==> config.mk <==
export PLATFORM = sky130hd
export DESIGN_NAME = edge_frame_sink_flat
export DESIGN_NICKNAME = d
export VERILOG_FILES = /design/src/rtl/edge_frame_sink_if.sv /design/src/rtl/edge_frame_sink.sv /design/src/flat_wrapper.sv
export SDC_FILE = /design/constraint.sdc
export NUM_CORES = 1
export LEC_CHECK = 0
export CAP_MARGIN = 20
export CORE_ASPECT_RATIO = 1.25
export CORE_MARGIN = 10
export CORE_UTILIZATION = 37
export CTS_CLUSTER_DIAMETER = 120
export CTS_CLUSTER_SIZE = 20
export DETAILED_ROUTE_END_ITERATION = 10
export PLACE_DENSITY = 0.76
export SYNTH_ARGS = -nofsm -noshare
export SYNTH_HDL_FRONTEND = slang
export SYNTH_SLANG_ARGS = --single-unit
==> constraint.sdc <==
create_clock -name clock -period 2.3 [get_ports clock]
set_input_delay 0.23 -clock clock [delete_from_list [all_inputs] [get_ports clock]]
set_output_delay 0.23 -clock clock [all_outputs]
set_load 0.03 [all_outputs]
==> src/rtl/edge_frame_sink_if.sv <==
// Bus bundle for edge_frame_sink: upstream FWFT FIFO read port plus downstream
// FIFO write port with raster sideband.
interface edge_frame_sink_if #(
  parameter int unsigned DATA_WIDTH = 24
);
  // Upstream FIFO read port
  logic [DATA_WIDTH-1:0] in_dout;
  logic                  in_empty;
  logic                  in_rd_en;
  // Downstream FIFO write port
  logic [DATA_WIDTH-1:0] out_din;
  logic                  out_full;
  logic                  out_wr_en;
  logic                  out_sof;
  logic                  out_eol;
  logic                  out_eof;

  // Sink side (the edge_frame_sink block itself)
  modport slave (
    input  in_dout, in_empty, out_full,
    output in_rd_en, out_din, out_wr_en, out_sof, out_eol, out_eof
  );

  // Environment side (upstream FIFO head + downstream FIFO status)
  modport master (
    output in_dout, in_empty, out_full,
    input  in_rd_en, out_din, out_wr_en, out_sof, out_eol, out_eof
  );
endinterface

==> src/rtl/edge_frame_sink.sv <==
// edge_frame_sink: pops pixels from the edge-detect output FIFO, re-emits them
// through a one-word holding register with SOF/EOL/EOF sideband, and counts
// completed frames. Optional per-frame checksum is built when the macro
// EDGE_SINK_CHECKSUM_EN is defined; otherwise frame_checksum is tied to 0.
module edge_frame_sink #(
  parameter int unsigned DATA_WIDTH = 24,
  parameter int unsigned WIDTH      = 720,
  parameter int unsigned HEIGHT     = 540
) (
  input  logic                 clock,
  input  logic                 reset,
  edge_frame_sink_if.slave     bus,
  output logic                 frame_done,
  output logic [15:0]          frame_cnt,
  output logic [31:0]          frame_checksum
);

  localparam int unsigned COL_W = $clog2(WIDTH);
  localparam int unsigned ROW_W = $clog2(HEIGHT);
  localparam int unsigned CNT_W = 16;
  localparam int unsigned CK_W  = 32;

  localparam logic [COL_W-1:0] COL_LAST = COL_W'(WIDTH - 1);
  localparam logic [ROW_W-1:0] ROW_LAST = ROW_W'(HEIGHT - 1);

  // Holding register occupancy: the whole control FSM
  typedef enum logic {
    ST_EMPTY = 1'b0,
    ST_HOLD  = 1'b1
  } state_e;

  state_e                  state_q,      state_d;
  logic [DATA_WIDTH-1:0]   data_q,       data_d;
  logic                    sof_q,        sof_d;
  logic                    eol_q,        eol_d;
  logic                    eof_q,        eof_d;
  logic [COL_W-1:0]        col_q,        col_d;
  logic [ROW_W-1:0]        row_q,        row_d;
  logic [CNT_W-1:0]        frame_cnt_q,  frame_cnt_d;
  logic                    frame_done_q, frame_done_d;

  logic                    pop_c;
  logic                    push_c;

  // Handshake: write when holding and downstream has room; pop when the
  // register is free or is being drained this cycle. Both are forced low in reset.
  always_comb begin
    push_c = ~reset & (state_q == ST_HOLD) & ~bus.out_full;
    pop_c  = ~reset & ~bus.in_empty & ((state_q == ST_EMPTY) | ~bus.out_full);
  end

  // Next state: load on pop (sideband from raster position), drain on write-only
  always_comb begin
    state_d      = state_q;
    data_d       = data_q;
    sof_d        = sof_q;
    eol_d        = eol_q;
    eof_d        = eof_q;
    col_d        = col_q;
    row_d        = row_q;
    frame_cnt_d  = frame_cnt_q;
    frame_done_d = 1'b0;

    if (pop_c) begin
      state_d = ST_HOLD;
      data_d  = bus.in_dout;
      sof_d   = (col_q == '0) && (row_q == '0);
      eol_d   = (col_q == COL_LAST);
      eof_d   = (col_q == COL_LAST) && (row_q == ROW_LAST);
      if (col_q == COL_LAST) begin
        col_d = '0;
        row_d = (row_q == ROW_LAST) ? '0 : row_q + ROW_W'(1);
      end else begin
        col_d = col_q + COL_W'(1);
      end
    end else if (push_c) begin
      state_d = ST_EMPTY;
    end

    if (push_c && eof_q) begin
      frame_cnt_d  = frame_cnt_q + CNT_W'(1);
      frame_done_d = 1'b1;
    end
  end

  // State and datapath registers
  always_ff @(posedge clock or posedge reset) begin
    if (reset) begin
      state_q      <= ST_EMPTY;
      data_q       <= '0;
      sof_q        <= 1'b0;
      eol_q        <= 1'b0;
      eof_q        <= 1'b0;
      col_q        <= '0;
      row_q        <= '0;
      frame_cnt_q  <= '0;
      frame_done_q <= 1'b0;
    end else begin
      state_q      <= state_d;
      data_q       <= data_d;
      sof_q        <= sof_d;
      eol_q        <= eol_d;
      eof_q        <= eof_d;
      col_q        <= col_d;
      row_q        <= row_d;
      frame_cnt_q  <= frame_cnt_d;
      frame_done_q <= frame_done_d;
    end
  end

`ifdef EDGE_SINK_CHECKSUM_EN
  logic [CK_W-1:0] acc_q, acc_d;
  logic [CK_W-1:0] ck_q,  ck_d;
  logic [CK_W-1:0] sum_c;

  // Running sum of written pixels; the EOF write publishes it and restarts
  always_comb begin
    sum_c = acc_q + CK_W'(data_q);
    acc_d = acc_q;
    ck_d  = ck_q;
    if (push_c) begin
      if (eof_q) begin
        acc_d = '0;
        ck_d  = sum_c;
      end else begin
        acc_d = sum_c;
      end
    end
  end

  // Checksum registers
  always_ff @(posedge clock or posedge reset) begin
    if (reset) begin
      acc_q <= '0;
      ck_q  <= '0;
    end else begin
      acc_q <= acc_d;
      ck_q  <= ck_d;
    end
  end

  assign frame_checksum = ck_q;
`else
  assign frame_checksum = '0;
`endif

  assign bus.in_rd_en  = pop_c;
  assign bus.out_wr_en = push_c;
  assign bus.out_din   = data_q;
  assign bus.out_sof   = sof_q;
  assign bus.out_eol   = eol_q;
  assign bus.out_eof   = eof_q;
  assign frame_done    = frame_done_q;
  assign frame_cnt     = frame_cnt_q;

endmodule

==> src/flat_wrapper.sv <==
// flat-port wrapper written by rule: the top's interface ports become plain ports
module edge_frame_sink_flat 
#(
  parameter int unsigned DATA_WIDTH = 24,
  parameter int unsigned WIDTH      = 720,
  parameter int unsigned HEIGHT     = 540
)
  (clock, reset, frame_done, frame_cnt, frame_checksum, bus_in_dout, bus_in_empty, bus_out_full, bus_in_rd_en, bus_out_din, bus_out_wr_en, bus_out_sof, bus_out_eol, bus_out_eof);
  edge_frame_sink_if #(.DATA_WIDTH(DATA_WIDTH)) bus_i ();
  input  logic clock;
  input  logic reset;
  output logic frame_done;
  output logic [15:0] frame_cnt;
  output logic [31:0] frame_checksum;
  input wire logic [$bits(bus_i.in_dout)-1:0] bus_in_dout;
  input wire logic [$bits(bus_i.in_empty)-1:0] bus_in_empty;
  input wire logic [$bits(bus_i.out_full)-1:0] bus_out_full;
  output wire logic [$bits(bus_i.in_rd_en)-1:0] bus_in_rd_en;
  output wire logic [$bits(bus_i.out_din)-1:0] bus_out_din;
  output wire logic [$bits(bus_i.out_wr_en)-1:0] bus_out_wr_en;
  output wire logic [$bits(bus_i.out_sof)-1:0] bus_out_sof;
  output wire logic [$bits(bus_i.out_eol)-1:0] bus_out_eol;
  output wire logic [$bits(bus_i.out_eof)-1:0] bus_out_eof;
  assign bus_i.in_dout = bus_in_dout;
  assign bus_i.in_empty = bus_in_empty;
  assign bus_i.out_full = bus_out_full;
  assign bus_in_rd_en = bus_i.in_rd_en;
  assign bus_out_din = bus_i.out_din;
  assign bus_out_wr_en = bus_i.out_wr_en;
  assign bus_out_sof = bus_i.out_sof;
  assign bus_out_eol = bus_i.out_eol;
  assign bus_out_eof = bus_i.out_eof;
  edge_frame_sink #(.DATA_WIDTH(DATA_WIDTH), .WIDTH(WIDTH), .HEIGHT(HEIGHT)) u_core (.clock(clock), .reset(reset), .bus(bus_i), .frame_done(frame_done), .frame_cnt(frame_cnt), .frame_checksum(frame_checksum));
endmodule
---- Yosys cells after proc, flatten, opt, wreduce, memory -nomap -nowiden ----
Cells that the tools add are included.
word-level totals
  flip-flop bits (word level) ............. 65
  word-level logic and storage cells ...... 35
cells by class
  $add $sub $neg .......................... 3
  equal/unequal tests ..................... 2
  multiplexer cells ....................... 5
  bitwise operators ....................... 9
  reduce and logical (&&, ||, !) cells .... 7
operators with widths
  kind                                                             number
  10-bit by 1-bit adder with 10-bit output, second input constant  2
  10-bit == test, second input constant                            2
  10-bit logical NOT                                               2
  10-bit 2-to-1 mux                                                2
  16-bit by 1-bit adder with 16-bit output, second input constant  1
  1-bit AND                                                        4
  1-bit NOT                                                        4
  1-bit logical AND                                                3
  1-bit 2-to-1 mux                                                 3
  2-bit AND reduction                                              1
  2-bit nonzero test                                               1
  1-bit OR                                                         1

---- Logic depth before layout (Yosys ltp) ----
  depth in word-level cells ............... 5
  mapped depth ............................ 7

---- Worst setup path before layout ----
Ideal clock, no wire load.
  path kind ............................... register to register
  start point ............................. register u_core.state_q
  end point ............................... register u_core.frame_cnt_q[15], in the netlist u_core.frame_cnt[15]
  setup time .............................. 80 ps
  arrival time ............................ 1682 ps
  required time ........................... 2220 ps
  setup slack ............................. 538 ps
  cell stages (with the launch flop) ...... 5
  period minus slack after synthesis ...... 1762 ps
  cells stage by stage .................... dfrtp_1 > nor3b_2 > nand3_1 > nor4_2 > xor2_1
on the way
  word-level cells in the longest chain between the ends .. 3
RTL lines
  what                    RTL line                RTL
  start, declared         edge_frame_sink.sv:32   state_e state_q, state_d;
  start signal, assigned  edge_frame_sink.sv:99   state_q <= state_d;
  1-bit AND (2 in a row)  edge_frame_sink.sv:48   push_c = ~reset & (state_q == ST_HOLD) & ~bus.out_full;
  via bus_out_wr_en       flat_wrapper.sv:20      output wire logic [$bits(bus_i.out_wr_en)-1:0] bus_out_wr_en;
  1-bit logical AND       edge_frame_sink.sv:80   if (push_c && eof_q) begin
  end signal, assigned    edge_frame_sink.sv:106  frame_cnt_q <= frame_cnt_d;
  end, declared           edge_frame_sink.sv:39   logic [CNT_W-1:0] frame_cnt_q, frame_cnt_d;
The timed path passes the listed nets, and every way through them passes these cells.
A chain may end at the register's enable or synchronous reset.

---- Final worst setup path ----
  start point ............................. register u_core.state_q
  end point ............................... output port bus_in_rd_en
on the way
  word-level cells in the longest chain between the ends .. 3
RTL lines
  what           RTL line               RTL
  1-bit NOT      edge_frame_sink.sv:49  pop_c = ~reset & ~bus.in_empty & ((state_q == ST_EMPTY) | ~bus.out_full);
  1-bit OR       edge_frame_sink.sv:49
  1-bit AND      edge_frame_sink.sv:49
  end, declared  flat_wrapper.sv:18     output wire logic [$bits(bus_i.in_rd_en)-1:0] bus_in_rd_en;
Every way passes these cells.

==> summary.md <==
| Metric | Value |
|---|---|
| I/O pin total | `106` |
| GRT Total Usage | `12.0%` |
| Synth cell types | `36` |
| Most frequent cell after synthesis | `nand2_1` |
| Startpoint Class | `flip-flop` |
| Worst setup path start | `u_core.state_q$_DFFE_PP0P_` |
| WP data required | `2.07 ns` |
| Antenna viol nets, final | `0` |
| Final Critical Period | `2.10 ns` |
| Clock Pin Slew Worst Setup and Hold Paths | `0.08 ns` |
| Setup bufs post-CTS | `0` |
| Total negative setup slack | `0 ns` |
| Post-Place Worst Slack | `0.195 ns` |
| Starting Density | `37.9%` |
| Die height | `122 µm` |
| H-tree depth | `3` |
| Post-Syn Area | `0.00310 mm²` |
| Cells after synthesis | `329` |
| Nets@finish | `440` |
| Top_reg_cell synth | `dfrtp_1` |
| Syn. warnings | `0` |
| Status | `completed` |
| Power per Cell Area | `755 mW/mm²` |
| CP max stage delay | `0.69 ns` |
| Routed WL per cell | `14.3 µm` |
| Core area | `0.00819 mm²` |
| Vias in the first global route | `2493` |
| Final WS setup | `0.199 ns` |
| Die Width | `102 µm` |
| Met2 Resource Use GR | `20.0%` |
| Final core occ | `49.5%` |
| Grt ovf | `0` |
| Synth top cells by count | `102 x nand2_1, 65 x dfrtp_1, 32 x buf_4` |
| Final Hold Fails | `0` |
| # port buffers | `73` |
| Max-cap violations | `0` |
| Crit path cell chain | `a211o_1, clkinv_4, clkdlybuf4s50_1` |
| Crit path DAT | `1.87 ns` |
| Worst R2R Start | `u_core.col_q[0]$_DFFE_PP0P_` |
| Vias per std cell | `4.73` |
| GR Util met3 | `5.45%` |
| Initial drt markers | `108` |
| Setup Skew | `0.0140 ns` |
| Total Power | `3.06 mW` |
| Sequential share of the synthesized area | `52.4%` |
| Post_cts resized | `0` |
| Cts hold-fix bufs | `0` |
| Achievable frequency | `0.476 GHz` |
| Row count | `37` |
| Part of the cycle the worst path needs | `91.3%` |
| Router iterations before antenna repair | `4` |
| Diode count | `0` |
| Num CTS Buffers | `9` |
| RD Place Congestion | `0.790` |
| Met1 Usage GRT | `13.6%` |
| Yosys reg bits | `65` |
| Largest net degree at the start of global routing | `66` |
| Root Driver | `clkbuf_8` |
| Area of the die | `0.0125 mm²` |
| RSZ-0062 raised after global routing | `false` |
| Setup violations, final | `0` |
| Via count | `2407` |
| Syn avg cell area | `9.44 µm²` |
| Synth top area share | `52.4%` |
| Share of layout cells above drive strength 1 | `7.04%` |
| Max-slew violation count | `0` |
| Maximum fanout along the worst path | `15` |
| CTS tree | `done` |
| Clk_lat worst skew | `0.34 ns` |
| Slowest CP cell | `clkdlybuf4s50_1` |
| Top cells by area, synth | `dfrtp_1 52%, nand2_1 12%, buf_4 7.7%` |
| Layout area overhead | `30.6%` |
| Kind of critical path | `flip-flop to output pin` |
| Gr busiest metal | `met2` |
| CP Capture Type | `output pin` |
| Clk sinks | `65` |
| Hold WC Path Type | `primary input to async pin` |
| Fraction of registers with async set/reset | `100%` |
| Number of antenna violations at the first check in global routing | `0` |
| First-pass GRT wire length | `12.0 mm` |
| Peak VDD IR | `0.000317 V` |
| Routed WL | `7.29 mm` |
| Residual DRC | `0` |
| CTS max path bufs | `2` |
| Post-DP HPWL | `5.41 mm` |
| Top cell type by total area after synthesis | `dfrtp_1` |
| Post-synth EDFFs | `0` |
| P_leak | `1.93 nW` |
-- worst paths after layout --
path,to,slack [ns],cells past startpoint
max,bus_in_rd_en,0.20,3
min,u_core.state_q$_DFFE_PP0P_,0.37,3
max reg2reg,u_core.row_q[2]$_DFFE_PP0P_,0.60,5
min reg2reg,u_core.bus.out_din[20]$_DFFE_PP0P_,0.48,2
max in group asynchronous,u_core.row_q[4]$_DFFE_PP0P_,1.65,3
min in group clock,u_core.bus.out_din[23]$_DFFE_PP0P_,0.41,3
-- cell families (layout without fill, tap and decap cells) --
family          after synthesis  count (layout)  share of synthesized area (%)
simple gates                162             162                           23.9
flops                        65              65                           52.4
buf+inv                      53             105                           10.8
xor+xnor                     23              23                           6.49
compound gates               17              17                           3.26
fa+ha+maj                     5               5                           2.02
mux                           3               3                           1.01
other cells                   1              32                          0.121
-- cell type report --
cell class / instances / area, µm²
flip-flops and latches: 65 / 1630
well taps: 97 / 121
multi-input cells: 242 / 1260
inverters: 10 / 42.5
repair buffers: 79 / 788
clock inverters: 6 / 90.1
clock buffers: 10 / 128
fillers: 763 / 4140
-- routing by layer --
metal	up-vias	part of all wire, %
li1	1162	-
met1	1148	41
met2	91	48
met3	6	9.5
met4	0	0.81
met5	-	0
-- registers in the layout, indices dropped and copies added (netlist names) --
register and cells:
u_core.state_q 1, u_core.row_q 10, u_core.col_q 10, u_core.bus.out_eol 1, u_core.bus.out_din 24, u_core.frame_cnt 16, u_core.bus.out_eof 1, u_core.bus.out_sof 1
u_core.frame_done 1
-- placed cells by master, fill, tap and decap left out, types with 2 or more instances in the layout --
| master | n |
|---|---|
| dfrtp_1 | 65 |
| nor3_1 | 5 |
| and4_1 | 5 |
| nor2_1 | 10 |
| nor4_1 | 3 |
| inv_1 | 8 |
| xor2_1 | 10 |
| mux2i_1 | 2 |
| nand4_1 | 9 |
| buf_4 | 5 |
| conb_1 | 32 |
| and3_1 | 5 |
| bufinv_16 | 2 |
| nor3_2 | 2 |
| xnor2_1 | 13 |
| ha_1 | 5 |
| clkinv_4 | 2 |
| clkbuf_8 | 9 |
| o31ai_1 | 2 |
| clkdlybuf4s50_1 | 73 |
| nand3_1 | 15 |
| o21ai_0 | 10 |
| nand2_1 | 102 |
-- worst max-delay path: cells and delay by family (launching register included) --
| kind | cells | cell delay (ns) |
|---|---|---|
| compound gates | 1 | 0.31 |
| flops | 1 | 0.39 |
| buf+inv | 2 | 0.81 |
-- power by group --
group | internal, mW | total (mW) | switching (mW)
sequential | 1.26 | 1.35 | 0.0943
clock | 0.615 | 1.08 | 0.465
combinational | 0.242 | 0.633 | 0.391
-- per-stage QoR --
step                instance area, µm²  cells  hold WS [ns]
floorplan                         3220    360         0.335
global placement                  3840    493         0.457
detailed placement                3840    493         0.462
CTS                               4060    509         0.373
global route                      4060    509         0.403
finish                            4060    509         0.371
Note: power is estimated with default switching activity, not from simulation.
